**src/rtl/fifo_reader.sv**
```systemverilog
// rtl/fifo_reader.sv - read-side controller draining a synchronous FIFO into a valid/ready stream
//
// Issues FIFO reads against a 2-entry credit so the FIFO's one-cycle read
// latency is absorbed without bubbles; one word per clock when the consumer
// is always ready.
//
// Ports:
//   clk        in   single rising-edge clock
//   rst        in   asynchronous active-low reset (0 = reset)
//   o_rd       out  FIFO read enable (to FIFO i_rd)
//   i_rdata    in   FIFO read data, valid the cycle after o_rd
//   i_rempty   in   FIFO empty flag, 1 blocks new reads
//   i_flush    in   synchronous discard of buffered and in-flight words
//   o_data     out  stream data (skid buffer head)
//   o_valid    out  stream valid
//   i_ready    in   stream ready from consumer
//   o_word_cnt out  delivered-word counter, only when FIFO_READER_CNT_EN is defined
//
// Build option: define FIFO_READER_CNT_EN to add the o_word_cnt port and counter.

module fifo_reader #(
    parameter int DW = 24
) (
    input  logic          clk,
    input  logic          rst,
    output logic          o_rd,
    input  logic [DW-1:0] i_rdata,
    input  logic          i_rempty,
    input  logic          i_flush,
    output logic [DW-1:0] o_data,
    output logic          o_valid,
    input  logic          i_ready
`ifdef FIFO_READER_CNT_EN
    ,
    output logic [15:0]   o_word_cnt
`endif
);

    logic [1:0]    count_q, count_d;
    logic          inflight_q;
    logic          flush_prev_q;
    logic          head_q, head_d;
    logic          tail_q, tail_d;
    logic [DW-1:0] buf0_q, buf1_q;

    logic          pop;
    logic          capture;
    logic [2:0]    occ_after_pop;

    assign o_valid = (count_q != 2'd0);
    assign o_data  = head_q ? buf1_q : buf0_q;
    assign pop     = o_valid & i_ready;

    // Occupancy once this cycle's pop leaves, counting the word already
    // requested last cycle; a new read is only issued if it will have a slot.
    assign occ_after_pop = {1'b0, count_q} + {2'b00, inflight_q} - {2'b00, pop};
    assign o_rd = rst & ~i_rempty & ~i_flush & (occ_after_pop < 3'd2);

    // A returning word is dropped if a flush is active now or was last cycle.
    assign capture = inflight_q & ~flush_prev_q & ~i_flush;

    always_comb begin
        count_d = count_q;
        head_d  = head_q;
        tail_d  = tail_q;
        if (i_flush) begin
            count_d = 2'd0;
            head_d  = 1'b0;
            tail_d  = 1'b0;
        end else begin
            if (pop) begin
                head_d = ~head_q;
            end
            if (capture) begin
                tail_d = ~tail_q;
            end
            count_d = count_q + {1'b0, capture} - {1'b0, pop};
        end
    end

    always_ff @(posedge clk or negedge rst) begin
        if (!rst) begin
            count_q      <= 2'd0;
            inflight_q   <= 1'b0;
            flush_prev_q <= 1'b0;
            head_q       <= 1'b0;
            tail_q       <= 1'b0;
            buf0_q       <= '0;
            buf1_q       <= '0;
        end else begin
            count_q      <= count_d;
            inflight_q   <= o_rd;
            flush_prev_q <= i_flush;
            head_q       <= head_d;
            tail_q       <= tail_d;
            if (capture && !tail_q) begin
                buf0_q <= i_rdata;
            end
            if (capture && tail_q) begin
                buf1_q <= i_rdata;
            end
        end
    end

`ifdef FIFO_READER_CNT_EN
    logic [15:0] word_cnt_q;

    // Counts every handshake, including one in a flush cycle; wraps naturally.
    always_ff @(posedge clk or negedge rst) begin
        if (!rst) begin
            word_cnt_q <= 16'd0;
        end else if (pop) begin
            word_cnt_q <= word_cnt_q + 16'd1;
        end
    end

    assign o_word_cnt = word_cnt_q;
`endif

endmodule

```
**config.mk**
```make
export PLATFORM = sky130hd
export DESIGN_NAME = fifo_reader
export DESIGN_NICKNAME = d
export VERILOG_FILES = /design/src/rtl/fifo_reader.sv
export SDC_FILE = /design/constraint.sdc
export NUM_CORES = 1
export LEC_CHECK = 0
export BUFFER_PORTS_ARGS = -buffer_cell sky130_fd_sc_hd__buf_2
export CAP_MARGIN = 10
export CORE_ASPECT_RATIO = 0.5
export CORE_UTILIZATION = 40
export CTS_CLUSTER_SIZE = 24
export DETAILED_ROUTE_END_ITERATION = 10
export GPL_ROUTABILITY_DRIVEN = 0
export PLACE_DENSITY = 0.6
export SLEW_MARGIN = 20
export SYNTH_ARGS = -nofsm -noshare
export SYNTH_HDL_FRONTEND = slang
export SYNTH_SLANG_ARGS = --single-unit
```
**constraint.sdc**
```tcl
create_clock -name clk -period 4.9 [get_ports clk]
set_clock_uncertainty 0.15 [all_clocks]
set_input_delay 0.735 -clock clk [delete_from_list [all_inputs] [get_ports clk]]
set_output_delay 0.735 -clock clk [all_outputs]
set_load 0.03 [all_outputs]
```
Word-level counts from Yosys, hierarchy flattened
Cells that the tools add are included.
W data, S select, Z words.
{"block": "classes", "div": 0, "eq_ne": 0, "shifts": 0, "bitwise_logic": 11, "n_reduce_logical": 6, "order_cmp": 1, "n_mux": 6, "addsub": 4, "n_mul": 0}
{"op": "$mux W24", "n": 1}
{"op": "$and A1 B1 Y1", "n": 6}
{"op": "$reduce_bool A2 Y1", "n": 3}
{"op": "$not A1 Y1", "n": 5}
{"op": "$mux W1", "n": 4}
{"op": "$add A2 B1 Y3", "n": 1}
{"op": "$lt A3 B2 Y1 const B", "n": 1}
{"op": "$sub A3 B1 Y3", "n": 1}
{"op": "$add A2 B1 Y2", "n": 1}
{"op": "$logic_and A1 B1 Y1", "n": 2}
{"op": "$mux W2", "n": 1}
{"op": "$sub A2 B1 Y2", "n": 1}
{"op": "$logic_not A1 Y1", "n": 1}
{"block": "word_totals", "input_bits": 29, "ramBits": 0, "latchBits": 0, "romBits": 0, "regBits": 54, "n_memories": 0}

Depth between registers and ports, before layout
{"block": "depth", "depth_word": 6, "depth_mapped": 8, "depth_no_buf": 8}

Worst setup path after synthesis
No wires, ideal clock.
{"block": "synth_path", "path_kind": "input to output", "start": "input port i_ready", "end": "output port o_rd", "slack_ns": 1.499, "cell_stages": 5, "required_ns": 4.015, "t_arrival_ns": 2.516, "n_path_buf": 0, "cell_sequence": "o21ai_0 nor2_1 fa_1 nand2_1 nor4_1"}
{"block": "synth_via", "elab_chain_cells": 4}
{"item": "start, declared", "line_no": "32", "text": "input logic i_ready"}
{"item": "$and A1 B1 Y1", "line_no": "52", "text": "assign pop = o_valid & i_ready;"}
{"item": "$sub A3 B1 Y3", "line_no": "56", "text": "assign occ_after_pop = {1'b0, count_q} + {2'b00, inflight_q} - {2'b00, pop};"}
{"item": "$lt A3 B2 Y1", "line_no": "57", "text": "assign o_rd = rst & ~i_rempty & ~i_flush & (occ_after_pop < 3'd2);"}
{"item": "$and A1 B1 Y1", "line_no": "57"}
{"item": "end, declared", "line_no": "26", "text": "output logic o_rd,"}
Every way passes these cells.

Final worst setup path
{"block": "layout_path", "start": "register count_q[1]", "end": "output port o_rd"}
{"block": "layout_via", "elab_chain_cells": 5, "elab_cells_between_ends": 6, "classes_between": "2 x add/sub; 1 x order compare; 2 x bitwise; 1 x reduce/logical"}
{"item": "start, declared", "line_no": "39", "text": "logic [1:0] count_q, count_d;"}
{"item": "start signal, assigned", "line_no": "91", "text": "count_q <= count_d;"}
{"item": "branches (longest 2 deep; another with $add A2 B1 Y3)"}
{"item": "$sub A3 B1 Y3 *", "line_no": "56"}
{"item": "$lt A3 B2 Y1 *", "line_no": "57"}
{"item": "$and A1 B1 Y1 *", "line_no": "57"}
Mark *: on every way between the ends.

==> flow_metrics.tcl <==
set metrics [dict create \
    core_mm2 0.00621 \
    slew_headroom_pct 55.1 \
    critPathCaptureType "output port" \
    ys_types 21 \
    final_nets 246 \
    grt_pass1_vias 1512 \
    n_fill_cell 572 \
    ant_nets 0 \
    postCtsHoldBufs 0 \
    status "completed" \
    yosysSeqAreaShare_pct 51.4 \
    track_usage_pct 14.4 \
    rsz0062_at_grt "no" \
    cp-start-kind "flop" \
    initial_core_util_pct 42.4 \
    areaGrowthSynthToFinish_pct 15.8 \
    grt-ovfl-total 0 \
    htree_levels 2 \
    die_w_um 117 \
    ys_top_cells_by_area "dfrtp_1, mux2_4, mux2_2" \
    pin_count 55 \
    fmax_mhz 318 \
    drt_iter0_drc 37 \
    reg2reg_depth 3 \
    hp-class "reg2reg" \
    yosysTopAreaCell "dfrtp_1" \
    hpwl_mm 2.88 \
    drt-pass1-iter-count 3 \
    die_h_um 59.3 \
    synthTopCellsByCount "dfrtp_1, mux2_4, mux2_2" \
    setup_viol 0 \
    wl_per_cell_um 15.1 \
    cts_sinks 54 \
    min_period_ns 3.14 \
    antenna_found_initial 0 \
    powerDensity_mw_per_mm2 543 \
    synthMostInstantiatedCell "dfrtp_1" \
    tns_ns 0 \
    synth_area_mm2 0.00263 \
    final_max_slew_viol_count 0 \
    drt_wl_total_mm 4.56 \
    cts-resized-gates 0 \
    irDropWorstVdd_uv 191 \
    rr_endpoint "buf1_q[15]" \
    row_count 20 \
    hold_viol 0 \
    port_buffers 54 \
    cp.required_ns 4.01 \
    hold_depth 1 \
    synth-edff-count 0 \
    cts_tree "built" \
    grt_max_degree 55 \
    min_from "buf0_q[0]" \
    root_buffer "clkbuf_16" \
    via_count 1409 \
    period_share_pct 64.1 \
    ys_seq_elements 54 \
    drv_cap 0 \
    cts_buffers 5 \
    hold_slack_ns 0.356 \
    layout-drive-gt1-share_pct 63.6 \
    clk_pin_slew_ns 0.07 \
    synthCells 160 \
    drc_errors 0 \
    min_to "buf0_q[0]" \
    cp_max_fo 5 \
    dieArea_mm2 0.00692 \
    avgSynthCellArea_um2 16.4 \
    tightest_slew_ns 0.674 \
    ys.flop_type "dfrtp_1" \
    final_util_pct 49.1 \
    arrival_ns 2.26 \
    clk_latency_ns 0.28 \
    worstSetupPathType "reg2out" \
    grt_pass1_wl_mm 7.39 \
    ys_warn_count 0 \
    synth_nets 192 \
    leakagePower_nw 1.54 \
    rrSetupSlack_ns 2.72 \
    vias_per_cell 4.67 \
    clk_path_buf_depth 2 \
    r2r-start "inflight_q" \
    diodes 0 \
    synth-async-reset-ratio_pct 100 \
    synth_top_cell_area_share_pct 51.4 \
    post_cts_buffers 0 \
]
==> cell families (layout without fill, tap and decap cells) <==
| logic type | Yosys count | after routing | synth area share (%) |
|---|---|---|---|
| AOI/OAI and AO/OA | 1 | 1 | 0.190 |
| adders and majority gates | 3 | 3 | 1.71 |
| muxes | 72 | 72 | 36.6 |
| DFF | 54 | 54 | 51.4 |
| buffers and inverters | 11 | 65 | 4.43 |
| xor gates and xnor gates | 6 | 6 | 2.00 |
| and+or+nand+nor | 13 | 13 | 3.71 |
==> per-layer routing <==
layer	up-vias	global-route usage (%)	share of wire (%)
met2	28	24.8	47
li1	660	-	-
met5	-	0	0
met1	719	18.6	49
met3	2	3.37	3.6
met4	0	3.80	0.53
==> area by class of cell <==
class                           instances  area (um2)  share of cell area (%)
Sequential cell                        54        1350                    44.4
Multi-Input combinational cell         95        1160                    38.1
Timing Repair Buffer                   55         278                    9.12
Clock buffer                            7         133                    4.35
Tap cell                               88         110                    3.62
Inverter                                3        11.3                   0.370
==> cells in the final DEF (no fill, tap or decap) <==
master / synthesis / final
fa_1: 1 / 1
nor4_1: 1 / 1
and2b_1: 1 / 1
nor2_1: 4 / 4
ha_1: 2 / 2
or2_2: 1 / 1
buf_2: 2 / 54
buf_4: 0 / 1
xnor2_1: 2 / 2
o21ai_0: 1 / 1
clkbuf_1: 1 / 2
mux2_4: 40 / 40
clkbuf_16: 0 / 5
nor2_8: 2 / 2
nor2b_1: 1 / 1
nand2_1: 2 / 2
inv_1: 3 / 3
dfrtp_2: 0 / 1
xor2_1: 4 / 4
dfrtp_1: 54 / 53
or3b_1: 1 / 1
mux2_2: 32 / 32
==> how the worst max path moves through the flow <==
stage	from	endpoint	slack [ns]	cells past startpoint
floorplan	i_ready	o_rd	1.50	5
global placement	i_ready	o_rd	1.86	7
detailed placement	i_ready	o_rd	1.80	7
CTS	count_q[1]	o_rd	1.74	6
global route	count_q[1]	o_rd	1.59	6
finish	count_q[1]	o_rd	1.76	6
==> critical path, cell delays in order (launching register included) <==
cell and delay, ns:
dfrtp_1 0.45, o21ai_0 0.33, nor2_1 0.11, fa_1 0.51, nand2_1 0.05, nor4_1 0.27, buf_2 0.26
==> registers in the layout, summed over array words and instances, names as in the netlist <==
signal	flops
buf0_q	24
buf1_q	24
count_q	2
flush_prev_q	1
head_q	1
inflight_q	1
tail_q	1
==> stage by stage <==
step           area [um2]  power (mW)  setup slack, ns  cells
2_1_floorplan        2630        1.17             1.50    160
3_5_place_dp         2910        1.33             1.80    295
6_report             3050        1.65             1.76    302
5_1_grt              3050        1.75             1.59    302
4_1_cts              3050        1.67             1.74    302
3_3_place_gp         2910        1.32             1.86    295
==> power breakdown <==
part,leakage (nW),internal [mW],total (mW),switching [mW]
logic,0.771,0.320,0.670,0.351
registers,0.710,0.566,0.651,0.0847
clock network,0.0640,0.187,0.332,0.145
total,1.54,1.07,1.65,0.580
Power figures use the tool's default switching activity.
